`src/rtl/viterbi_sel_mux_pipe.sv`:
```
// Registered NUM_IN:1 word selector with a 2-entry skid buffer and out-of-range select reporting.
// Optional macro VITERBI_SEL_HOLD_LAST_EN: out-of-range selects replay the last in-range word instead of zero.
module viterbi_sel_mux_pipe #(
  parameter int NUM_IN   = 4,
  parameter int DATA_W   = 2,
  parameter int SEL_W    = 2,
  parameter int ERRCNT_W = 8
) (
  input  logic                     clk,
  input  logic                     rst_n,
  input  logic [NUM_IN*DATA_W-1:0] in_data,
  input  logic [SEL_W-1:0]         in_sel,
  input  logic                     in_valid,
  output logic                     in_ready,
  output logic [DATA_W-1:0]        out_data,
  output logic [SEL_W-1:0]         out_sel,
  output logic                     out_oob,
  output logic                     out_valid,
  input  logic                     out_ready,
  output logic                     sel_err,
  input  logic                     err_clr,
  output logic [ERRCNT_W-1:0]      err_cnt
);

  localparam logic [ERRCNT_W-1:0] CNT_ONE = ERRCNT_W'(1);
  localparam logic [ERRCNT_W-1:0] CNT_MAX = {ERRCNT_W{1'b1}};

  if (NUM_IN < 2 || NUM_IN > 16) begin : g_bad_num_in
    $error("viterbi_sel_mux_pipe: NUM_IN must be in 2..16");
  end
  if (DATA_W < 1 || DATA_W > 32) begin : g_bad_data_w
    $error("viterbi_sel_mux_pipe: DATA_W must be in 1..32");
  end
  if ((1 << SEL_W) < NUM_IN) begin : g_bad_sel_w
    $error("viterbi_sel_mux_pipe: SEL_W too narrow for NUM_IN");
  end

  function automatic logic [ERRCNT_W-1:0] sat_inc(input logic [ERRCNT_W-1:0] v);
    sat_inc = (v == CNT_MAX) ? v : v + CNT_ONE;
  endfunction

  // head_* is the beat on the output, skid_* the second buffered beat
  logic                head_valid_r, head_valid_s;
  logic [DATA_W-1:0]   head_data_r, head_data_s;
  logic [SEL_W-1:0]    head_sel_r, head_sel_s;
  logic                head_oob_r, head_oob_s;
  logic                skid_valid_r, skid_valid_s;
  logic [DATA_W-1:0]   skid_data_r, skid_data_s;
  logic [SEL_W-1:0]    skid_sel_r, skid_sel_s;
  logic                skid_oob_r, skid_oob_s;
  logic                in_ready_r, in_ready_s;
  logic                sel_err_r, sel_err_s;
  logic [ERRCNT_W-1:0] err_cnt_r, err_cnt_s;
  logic [DATA_W-1:0]   word_s, new_data_s;
  logic                new_oob_s, push_s, pop_s;
`ifdef VITERBI_SEL_HOLD_LAST_EN
  logic [DATA_W-1:0]   hold_r, hold_s;
`endif

  // Word selection from the flattened input bus plus range check
  always_comb begin
    word_s    = {DATA_W{1'b0}};
    new_oob_s = (int'(in_sel) >= NUM_IN);
    for (int i = 0; i < NUM_IN; i++) begin
      word_s = word_s | ({DATA_W{(int'(in_sel) == i)}} & in_data[i*DATA_W +: DATA_W]);
    end
`ifdef VITERBI_SEL_HOLD_LAST_EN
    new_data_s = new_oob_s ? hold_r : word_s;
`else
    new_data_s = new_oob_s ? {DATA_W{1'b0}} : word_s;
`endif
  end

  assign push_s = in_valid & in_ready_r;
  assign pop_s  = head_valid_r & out_ready;

  // Next-state for the two-entry buffer, ready flag and error tracking
  always_comb begin
    head_valid_s = head_valid_r;
    head_data_s  = head_data_r;
    head_sel_s   = head_sel_r;
    head_oob_s   = head_oob_r;
    skid_valid_s = skid_valid_r;
    skid_data_s  = skid_data_r;
    skid_sel_s   = skid_sel_r;
    skid_oob_s   = skid_oob_r;
    sel_err_s    = sel_err_r;
    err_cnt_s    = err_cnt_r;
`ifdef VITERBI_SEL_HOLD_LAST_EN
    hold_s       = hold_r;
`endif
    if (!head_valid_r) begin
      if (push_s) begin
        head_valid_s = 1'b1;
        head_data_s  = new_data_s;
        head_sel_s   = in_sel;
        head_oob_s   = new_oob_s;
      end else begin
        head_valid_s = 1'b0;
      end
    end else if (pop_s) begin
      // in_ready is low whenever the skid entry is full, so no push competes here
      if (skid_valid_r) begin
        head_data_s  = skid_data_r;
        head_sel_s   = skid_sel_r;
        head_oob_s   = skid_oob_r;
        skid_valid_s = 1'b0;
      end else if (push_s) begin
        head_data_s  = new_data_s;
        head_sel_s   = in_sel;
        head_oob_s   = new_oob_s;
      end else begin
        head_valid_s = 1'b0;
      end
    end else begin
      if (push_s) begin
        skid_valid_s = 1'b1;
        skid_data_s  = new_data_s;
        skid_sel_s   = in_sel;
        skid_oob_s   = new_oob_s;
      end else begin
        skid_valid_s = skid_valid_r;
      end
    end
    in_ready_s = ~skid_valid_s;

    // An out-of-range accept takes priority over a coincident clear
    if (push_s && new_oob_s) begin
      sel_err_s = 1'b1;
      err_cnt_s = err_clr ? CNT_ONE : sat_inc(err_cnt_r);
    end else if (err_clr) begin
      sel_err_s = 1'b0;
      err_cnt_s = {ERRCNT_W{1'b0}};
    end else begin
      sel_err_s = sel_err_r;
    end
`ifdef VITERBI_SEL_HOLD_LAST_EN
    if (push_s && !new_oob_s) begin
      hold_s = word_s;
    end else begin
      hold_s = hold_r;
    end
`endif
  end

  // State registers; async reset discards buffered beats immediately
  always_ff @(posedge clk or negedge rst_n) begin
    if (!rst_n) begin
      head_valid_r <= 1'b0;
      head_data_r  <= {DATA_W{1'b0}};
      head_sel_r   <= {SEL_W{1'b0}};
      head_oob_r   <= 1'b0;
      skid_valid_r <= 1'b0;
      skid_data_r  <= {DATA_W{1'b0}};
      skid_sel_r   <= {SEL_W{1'b0}};
      skid_oob_r   <= 1'b0;
      in_ready_r   <= 1'b0;
      sel_err_r    <= 1'b0;
      err_cnt_r    <= {ERRCNT_W{1'b0}};
`ifdef VITERBI_SEL_HOLD_LAST_EN
      hold_r       <= {DATA_W{1'b0}};
`endif
    end else begin
      head_valid_r <= head_valid_s;
      head_data_r  <= head_data_s;
      head_sel_r   <= head_sel_s;
      head_oob_r   <= head_oob_s;
      skid_valid_r <= skid_valid_s;
      skid_data_r  <= skid_data_s;
      skid_sel_r   <= skid_sel_s;
      skid_oob_r   <= skid_oob_s;
      in_ready_r   <= in_ready_s;
      sel_err_r    <= sel_err_s;
      err_cnt_r    <= err_cnt_s;
`ifdef VITERBI_SEL_HOLD_LAST_EN
      hold_r       <= hold_s;
`endif
    end
  end

  assign in_ready  = in_ready_r;
  assign out_valid = head_valid_r;
  assign out_data  = head_data_r;
  assign out_sel   = head_sel_r;
  assign out_oob   = head_oob_r;
  assign sel_err   = sel_err_r;
  assign err_cnt   = err_cnt_r;

endmodule

```
`config.mk`:
```
export PLATFORM = sky130hd
export DESIGN_NAME = viterbi_sel_mux_pipe
export DESIGN_NICKNAME = d
export VERILOG_FILES = /design/src/rtl/viterbi_sel_mux_pipe.sv
export SDC_FILE = /design/constraint.sdc
export NUM_CORES = 1
export LEC_CHECK = 0
export CAP_MARGIN = 20
export CORE_AREA = 4 4 41 43
export CTS_CLUSTER_SIZE = 10
export DETAILED_ROUTE_END_ITERATION = 16
export DIE_AREA = 0 0 45 47
export DONT_BUFFER_PORTS = 1
export GPL_TIMING_DRIVEN = 1
export PLACE_DENSITY = 0.65
export RECOVER_POWER = 25
export SETUP_SLACK_MARGIN = 0.5
export SYNTH_ARGS = -nofsm -noshare
export SYNTH_HDL_FRONTEND = slang
export SYNTH_SLANG_ARGS = --single-unit
export TNS_END_PERCENT = 20
```
`constraint.sdc`:
```
create_clock -name clk -period 2.5 [get_ports clk]
set_input_delay 0.5 -clock clk [delete_from_list [all_inputs] [get_ports clk]]
set_output_delay 0.5 -clock clk [all_outputs]
set_load 0.02 [all_outputs]
```
Word level (Yosys, flattened, before mapping)
Index checks and enable logic that the tools add are counted.
{ "word_totals": {"latch_bits": 0, "input_bits": 15, "word_cells": 44, "romBits": 0, "memories": 0, "ram_bits": 0, "output_inout_bits": 16, "regBits": 12} }
{ "op_classes": {"reduce_logical": 2, "div_mod_pow": 0, "n_eq_ne": 4, "bitwise": 11, "add_sub_neg": 0, "n_shift": 0, "muxes": 19, "magnitude_cmp": 0, "multipliers": 0} }
{ "ops": {"columns": ["op", "n"], "rows": [
  ["$mux W2", 8],
  ["$mux W1", 11],
  ["$and A2 B2 Y2", 4],
  ["$or A2 B2 Y2", 3],
  ["$eq A2 B2 Y1 const B", 2],
  ["$reduce_and A3 Y1", 1],
  ["$and A1 B1 Y1", 2],
  ["$eq A2 B1 Y1 const B", 1],
  ["$logic_not A2 Y1", 1],
  ["$ne A2 B1 Y1 const B", 1],
  ["$not A1 Y1", 2]
]} }

Depth between registers and ports, before layout
Gate-level depths: netlist (run 1).
{ "depth": {"word_depth": 9, "depth_mapped": 4, "ltp_nobuf": 3} }

Least setup slack after synthesis (run 1)
No wires, ideal clock.
{ "synth_path": {"path_type": "register -> register", "start": "register head_valid_r (netlist: out_valid)", "end": "register skid_data_r[0]", "setup_time_ps": 125, "n_path_buf": 1, "arrival_ps": 1244, "slack_ps": 1132, "stages_incl_launch_ff": 5, "t_required_ps": 2375, "synth_period_minus_slack_ps": 1368, "cell_sequence": "dfrtp_1 > buf_4 > and2b_1 > nand3_2 > mux2_2"} }
{ "synth_between": {"elab_chain_cells": 3} }
{ "synth_lines": {"columns": ["element", "line", "source"], "rows": [
  ["from (decl)", "43", "logic head_valid_r, head_valid_s;"],
  ["from (signal assigned)", "164", "head_valid_r <= head_valid_s;"],
  ["$and A1 B1 Y1", "75", "assign pop_s = head_valid_r & out_ready;"],
  ["$not A1 Y1 (no source line)", null, null],
  ["$reduce_and A3 Y1 (no source line) *", null, null],
  ["to (signal assigned)", "154", "skid_data_r <= {DATA_W{1'b0}};"],
  ["to (signal assigned)", "169", "skid_data_r <= skid_data_s;"],
  ["to (decl)", "48", "logic [DATA_W-1:0] skid_data_r, skid_data_s;"]
]} }
Mark *: on every way between the ends. The rest lies on a longest branch, timed or not.
A chain may end at the register's enable or synchronous reset.

Final worst setup path (run 1)
{ "layout_path": {"start": "register head_valid_r (netlist: out_valid)", "end": "register skid_sel_r[1]"} }
{ "layout_between": {"elab_chain_cells": 3} }
{ "layout_lines": {"columns": ["element", "line", "source"], "rows": [
  ["$and A1 B1 Y1", "75", null],
  ["$not A1 Y1 (no source line)", null, null],
  ["$reduce_and A3 Y1 (no source line) *", null, null],
  ["to (signal assigned)", "155", "skid_sel_r <= {SEL_W{1'b0}};"],
  ["to (signal assigned)", "170", "skid_sel_r <= skid_sel_s;"],
  ["to (decl)", "49", "logic [SEL_W-1:0] skid_sel_r, skid_sel_s;"]
]} }
Marks and branches as above.

==> results of run 1 <==
[per-layer routing]
layer / track usage [%] / vias up / wire (microns)
met1: 13.4 / 181 / 478
met4: 5.26 / 0 / 0
met3: 4.60 / 0 / 126
met2: 18.6 / 24 / 491
met5: 0 / - / 0
li1: - / 190 / -
[state kept, by name, indices dropped and copies added, names as in the netlist]
signal,count
in_ready,1
out_data,2
out_oob,1
out_sel,2
out_valid,1
skid_data_r,2
skid_sel_r,2
skid_valid_r,1
[report_power, final]
part           internal [mW]  leakage, nW  switching (mW)
sequential             0.280        0.140           0.130
combinational          0.119        0.137          0.0921
clock                 0.0556       0.0138          0.0573
total                  0.455        0.290           0.280
[placed cells by master, fill, tap and decap left out, drive strengths merged, types with 2 or more instances in the layout]
master / n
conb: 9
and2: 2
nand2: 8
nand3b: 2
mux2: 4
dfrtp: 12
clkbuf: 3
o221a: 2
o31ai: 2
a2bb2oi: 2
mux4: 2
[cell type report]
type	count	area [sq um]	area share [%]
repair buffers	1	10.0	1.53
clock buffers	3	22.5	3.45
well taps	15	18.8	2.87
inverters	1	3.75	0.575
multi-input cells	41	298	45.6
flip-flops and latches	12	300	46.0
[stage by stage]
stage	power [mW]	setup WS (ns)
after floorplan	0.602	1.13
after global placement	0.618	1.07
after detailed placement	0.622	1.06
after CTS	0.743	1.06
after global routing	0.787	0.957
final	0.735	1.07
[worst max-delay path by stage]
stage | to | slack [ns] | start | cells after the start
after floorplan | skid_data_r[0] | 1.13 | out_valid | 4
after global placement | skid_data_r[0] | 1.07 | out_valid | 3
after detailed placement | skid_sel_r[1] | 1.06 | out_valid | 3
after CTS | skid_sel_r[1] | 1.06 | out_valid | 3
after global routing | skid_data_r[0] | 0.96 | out_valid | 3
final | skid_sel_r[1] | 1.07 | out_valid | 3
[cells by family after synthesis]
kind of cell	count (synthesis)	share of synthesized area [%]
buffers and inverters	11	12.2
other	1	0.580
DFF	12	46.4
and+or+nand+nor	18	15.9
muxes	6	13.9
AOI/OAI and AO/OA	8	11.0
[timing repair]
| action | 4_1_cts | 5_1_grt |
|---|---|---|
| setup endpoints to repair | 0 | 0 |
| hold buffers | 1 | 0 |
| endpoints found under the hold margin | 12 | 0 |
==> results.tsv, run 1 <==
metric	value	unit
outcome	finished, final reports clean	
die area	0.00212	sq mm
worst path cell trace	and2b_1 > nand3_2 > mux2_2	
Setup Viol. Count Final	0	
Final Hold Vio Count	0	
CTS tree	done	
Routed WL	1.10	mm
Leakage	0.290	nW
R2R depth	3	
# DRC	0	
clock sink total	12	
Reg clk slew, reported paths	0.07	ns
Synth Flop Type	dfrtp_1	
Port-buffer cells	0	
P per Cell Area	1120	mW/mm^2
Wirelength per Cell	15.0	microns
synth cell count leaders	dfrtp_1 (12), buf_4 (10), nand2_1 (8)	
via count	395	
first-pass GRT wire length	1.72	mm
sequential share of the synthesized area	46.4	%
Tot GR Track Use	11.5	%
Slew headroom	64.7	%
Via density	5.41	
initial antenna violation count	0	
Layout fillers	131	
crit path kind	flip-flop to flip-flop	
largest net degree at the start of global routing	13	
WP buf/inv	0	
Top-Level Pins	31	
DR iter-0 viols	7	
minimum clock period	1.43	ns
Worst Hold Margin	0.382	ns
Worst Clk Skew	0.00159	ns
Synth Register Bits	12	
Post-DP Area	621	sq um
cell taking the most area after synthesis	dfrtp_1	
Non-Filler Instances	73	
Max-Cap Viols	0	
WHS Path Cells	1	
Die Span Y	47	microns
Slew Viols, Final	0	
vias in the first global route	416	
Design Area, Final	653	sq um
Syn Inst Count	56	
slowest stage delay, CP	0.62	ns
dpl cells	69	
count leader, synth	dfrtp_1	
synth-to-layout area growth	0.967	%
Fmax	698	MHz
Routed Antenna Nets	0	
Async S/R FF share, synth	100	%
Rows	13	
TritonRoute pass-1 iters	3	
synth unique cells	20	
CP required	2.65	ns
CP Max Fanout	11	
RSZ-0062 raised after global routing	false	
cell family with the largest share of critical-path delay	flip-flops	
HP Start	in_sel[0]	
Post-CTS Setup Repair Bufs	0	
DP HPWL	877	microns
worst-path cell with the longest stage delay	dfrtp_1	
Min-Delay Endpoint	skid_sel_r[0]	
r2r endpoint	skid_sel_r[1]	
clk_lat worst skew	0.26	ns
worst hold path type	input port to flip-flop	
depth of the CTS H-tree	1	
Synth top area share	46.4	%
number of synthesized flops with an enable pin	0	
Mapped Area	647	sq um
R2R Setup Slk	1.07	ns
CTS buffer count	3	
fin nets	75	
ant diodes	0	
crit start category	flip-flop	
Util after Layout	50.2	%
post-cts sizing count	0	
core area	0.00130	sq mm
Crit. End Element	flip-flop	
Overflow after GRT	0	
CTS root buf	clkbuf_4	
VDD IR max	0.499	mV
CP arrival	1.58	ns
Final period util	57.3	%
maximum root-to-sink buffer count	2	
synth warn	0	
Die Wd	45	microns
dominant cells by area after synthesis	dfrtp_1 (46%), buf_4 (12%), mux2_2 (7.0%), mux4_2 (7.0%), nand2_1 (4.6%)	
Worst-Margin Slew	0.527	ns
layout cells sized above 1	22.4	%
Final TNS setup	0	ns
Initial Util	49.7	%
GPL Wtd Cong	0.711	
source of the worst register-to-register timing path	out_valid	
post-synthesis average cell area	11.6	sq um
No activity file was read; power rests on OpenSTA's default activity.
==> inputs of run 2 (changes only) <==
==> constraint.sdc (replaced) <==
create_clock -name clk -period 1.5 [get_ports clk]
set_input_delay 0.3 -clock clk [delete_from_list [all_inputs] [get_ports clk]]
set_output_delay 0.3 -clock clk [all_outputs]
set_load 0.02 [all_outputs]
==> run 2 against run 1 <==
Effect of this change: clock power increased by 80%; combinational power increased by 120%; non-clock buffer count up 2; wire length rose by 7.8%; cell area rose by 8.2%; final cell count increased by 4.1%; core utilization up 4.1 points; clock skew down 0.0010 ns; highest routed layer is now met4.
==> results.tsv, run 2 (synthesis results as in run 1) <==
metric	value	unit
outcome	finished, final reports clean	
CTS buffer count	3	
Routed WL	1.18	mm
Port-buffer cells	0	
Top-Level Pins	31	
clock sink total	12	
Total Power	1.35	mW
Max-Cap Viols	0	
Final Hold Vio Count	0	
crit path kind	flip-flop to flip-flop	
Non-Filler Instances	76	
first-pass GRT wire length	1.93	mm
DR iter-0 viols	14	
# DRC	0	
via count	409	
initial antenna violation count	0	
depth of the CTS H-tree	1	
dpl cells	70	
Worst Hold Margin	0.180	ns
ant diodes	0	
TritonRoute pass-1 iters	4	
worst hold path type	input port to flip-flop	
Routed Antenna Nets	0	
DP HPWL	930	microns
CP Max Fanout	5	
GPL Wtd Cong	0.734	
P per Cell Area	1910	mW/mm^2
Worst Clk Skew	0.000553	ns
RSZ-0062 raised after global routing	true	
Reg clk slew, reported paths	0.07	ns
Multi-input gate area	327	sq um
VDD IR max	0.912	mV
Initial Util	49.7	%
CP required	1.65	ns
CTS root buf	clkbuf_4	
Layout fillers	117	
clk_lat worst skew	0.26	ns
WP buf/inv	0	
minimum clock period	1.27	ns
fin nets	77	
Leakage	0.323	nW
Overflow after GRT	0	
crit start category	flip-flop	
CTS tree	done	
Via density	5.38	
synth-to-layout area growth	9.28	%
cell family with the largest share of critical-path delay	flip-flops	
commonest non-fill, non-tap cell in the layout	dfrtp_1	
Rows	13	
Setup Viol. Count Final	0	
largest net degree at the start of global routing	13	
Crit. End Element	flip-flop	
storage element area	303	sq um
most frequent cells in the layout	dfrtp_1 (10), conb_1 (9), nand2_1 (8)	
Slew headroom	64.9	%
CP arrival	1.42	ns
Final period util	84.8	%
Die Wd	45	microns
Worst-Margin Slew	0.525	ns
Util after Layout	54.3	%
die area	0.00212	sq mm
slowest stage delay, CP	0.47	ns
maximum root-to-sink buffer count	2	
Slew Viols, Final	0	
worst-path cell with the longest stage delay	dfrtp_2	
worst path cell trace	and2b_2 > nand3_4 > mux2_4	
layout cells sized above 1	31.1	%
Final TNS setup	0	ns
Tot GR Track Use	13.1	%
Fmax	787	MHz
Die Span Y	47	microns
Wirelength per Cell	15.5	microns
core area	0.00130	sq mm
vias in the first global route	425	
==> run 2: final cells by class <==
class / instances / area share (%)
Sequential cell: 12 / 42.8
Tap cell: 15 / 2.65
Inverter: 1 / 0.531
Multi-Input combinational cell: 41 / 46.2
Clock buffer: 4 / 3.72
Timing Repair Buffer: 3 / 4.07
==> run 2: routing by layer <==
metal | vias up | GRT usage (%) | wire length (microns)
met5 | - | 0 | 0
met4 | 0 | 7.02 | 6
met3 | 2 | 6.51 | 129
met2 | 23 | 20.9 | 568
met1 | 194 | 14.2 | 477
li1 | 190 | - | -
==> run 2: worst paths after layout <==
path,endpoint,cells after the start,start,slack [ns]
max,skid_data_r[1],3,out_valid,0.23
min,skid_sel_r[1],1,in_sel[1],0.18
max reg2reg,skid_data_r[1],3,out_valid,0.23
min reg2reg,skid_sel_r[1],1,skid_sel_r[1],0.50
max in group asynchronous,in_ready,1,rst_n,0.68
min in group asynchronous,out_oob,1,rst_n,0.45
==> run 2: worst register-to-register path: stages (launching register included) <==
cell,delay [ns]
dfrtp_2,0.47
and2b_2,0.25
nand3_4,0.13
mux2_4,0.31
==> run 2: per-stage QoR <==
step / setup WS, ns / instance area, sq um
final: 0.229 / 707
after global routing: 0.185 / 707
after CTS: 0.222 / 703
after detailed placement: 0.222 / 629
after global placement: 0.233 / 629
after floorplan: 0.171 / 682
==> run 2: repair_timing <==
item	in CTS	in global routing
gates resized for setup	8	1
endpoints found under the setup margin	18	18
endpoints found under the hold margin	12	0
buffers inserted	1	0
pin swaps	1	1
hold buffers	1	0
==> run 2: report_power, final <==
| part | switching (mW) | internal (mW) |
|---|---|---|
| logic | 0.198 | 0.270 |
| clock network | 0.101 | 0.103 |
| registers | 0.205 | 0.472 |
| total | 0.504 | 0.845 |
==> inputs of run 3 (changes only) <==
==> constraint.sdc (replaced) <==
create_clock -name clk -period 1.25 [get_ports clk]
set_input_delay 0.25 -clock clk [delete_from_list [all_inputs] [get_ports clk]]
set_output_delay 0.25 -clock clk [all_outputs]
set_load 0.02 [all_outputs]
==> run 3 against run 2 <==
Effect of this change: final cell count up 1.3%; critical path depth unchanged; clock power up 22%; largest power group unchanged; global-route usage up 0.82 points; non-clock buffer count up 1; core utilization up 2.3 points; maximum frequency up 4.8%; sequential share of layout area down 1.4 points; first-iteration DRC count down 71%; count of clock-buffer cells in the layout unchanged; critical endpoint unchanged.
==> results.tsv, run 3 (synthesis results as in run 1) <==
metric	value	unit
outcome	finished, final reports clean	
source of the worst register-to-register timing path	out_valid	
first-pass GRT wire length	2.08	mm
layout cells sized above 1	43.5	%
R2R Setup Slk	0.04	ns
synth-to-layout area growth	13.9	%
Tot GR Track Use	13.9	%
CTS root buf	clkbuf_4	
CP required	1.40	ns
clk_lat worst skew	0.27	ns
Worst Hold Margin	0.0920	ns
VDD IR max	1.09	mV
Slew Viols, Final	0	
Design Area, Final	737	sq um
Wirelength per Cell	16.6	microns
Setup WS post-layout	0.0367	ns
RSZ-0062 raised after global routing	true	
Via density	5.69	
core area	0.00130	sq mm
Util after Layout	56.6	%
DR top layer	met4	
crit start category	flip-flop	
CP arrival	1.37	ns
dpl cells	71	
Non-Filler Instances	77	
GPL Wtd Cong	0.713	
# DRC	0	
initial antenna violation count	0	
CTS tree	done	
r2r endpoint	skid_data_r[1]	
CP Max Fanout	6	
fin nets	78	
DP HPWL	917	microns
Post-DP Area	637	sq um
post-place setup slack	0.0436	ns
Routed WL	1.28	mm
TritonRoute pass-1 iters	4	
Die Span Y	47	microns
Routed Antenna Nets	0	
met3 wire length	138	microns
commonest non-fill, non-tap cell in the layout	conb_1	
met1 WL	494	microns
Rows	13	
storage element area	305	sq um
die area	0.00212	sq mm
clock sink total	12	
Final Hold Vio Count	0	
largest net degree at the start of global routing	13	
Overflow after GRT	0	
Crit. End Element	flip-flop	
maximum root-to-sink buffer count	2	
vias in the first global route	454	
DR iter-0 viols	4	
Port-buffer cells	0	
depth of the CTS H-tree	1	
via count	438	
Setup Viol. Count Final	0	
Die Wd	45	microns
Multi-input gate area	347	sq um
ant diodes	0	
Leakage	0.333	nW
Slew headroom	64.4	%
crit path kind	flip-flop to flip-flop	
R2R depth	3	
most frequent cells in the layout	conb_1 (9), dfrtp_1 (8), nand2_1 (6)	
CTS buffer count	3	
Initial Util	49.7	%
Worst-Margin Slew	0.534	ns
minimum clock period	1.21	ns
Worst Clk Skew	0.00648	ns
P per Cell Area	2330	mW/mm^2
Layout fillers	104	
Top-Level Pins	31	
WL met2	618	microns
Max-Cap Viols	0	
Reg clk slew, reported paths	0.07	ns
worst hold path type	input port to async pin	
Final period util	97.1	%
Fmax	824	MHz
-- run 3: cell types whose count changed in the layout (fill, tap and decap cells not counted), moves of 2 or more --
cell     previous run  this run
nand2_2             0         2
dfrtp_2             2         4
nand2_1             8         6
dfrtp_1            10         8
-- run 3: critical path: stages, from the launching register on --
cell	delay, ns
dfrtp_2	0.41
and2b_2	0.23
nand3_4	0.14
mux2_4	0.31
-- run 3: stage by stage --
stage	TNS [ns]	power (mW)
after floorplan	-0.316	1.22
after global placement	0	1.28
after detailed placement	0	1.30
after CTS	0	1.58
after global routing	-0.00261	1.83
final	0	1.72
-- run 3: final cells by class --
type                       count  area share, %
multi-input combinational     41           47.0
sequential                    12           41.4
timing repair buffer           4           4.92
clock buffer                   4           3.57
tap                           15           2.55
inverter                       1          0.509
-- run 3: report_power, final --
group	internal, mW	switching [mW]
sequential	0.573	0.215
clock	0.124	0.124
combinational	0.373	0.308
total	1.07	0.647
-- run 3: layer usage --
metal | up-vias | GRT usage (%)
met4 | 0 | 5.26
met5 | - | 0
met1 | 217 | 14.3
met3 | 3 | 7.66
met2 | 24 | 23.7
li1 | 194 | -
-- run 3: worst max path at each step --
stage,to,cells past startpoint,from
6_report,skid_data_r[1],3,out_valid
5_1_grt,skid_sel_r[1],3,out_valid
4_1_cts,out_sel[0],4,out_valid
3_5_place_dp,out_sel[1],4,out_valid
3_3_place_gp,out_sel[0],4,out_valid
2_1_floorplan,skid_data_r[0],4,out_valid
-- run 3: repair_timing --
item / 4_1_cts / 5_1_grt
hold endpoints to repair: 12 / 0
setup buffers: 0 / 1
hold buffers: 1 / 0
setup endpoints to repair: 19 / 31
resized for setup: 2 / 15
cloned: 0 / 0
pin swaps: 0 / 3
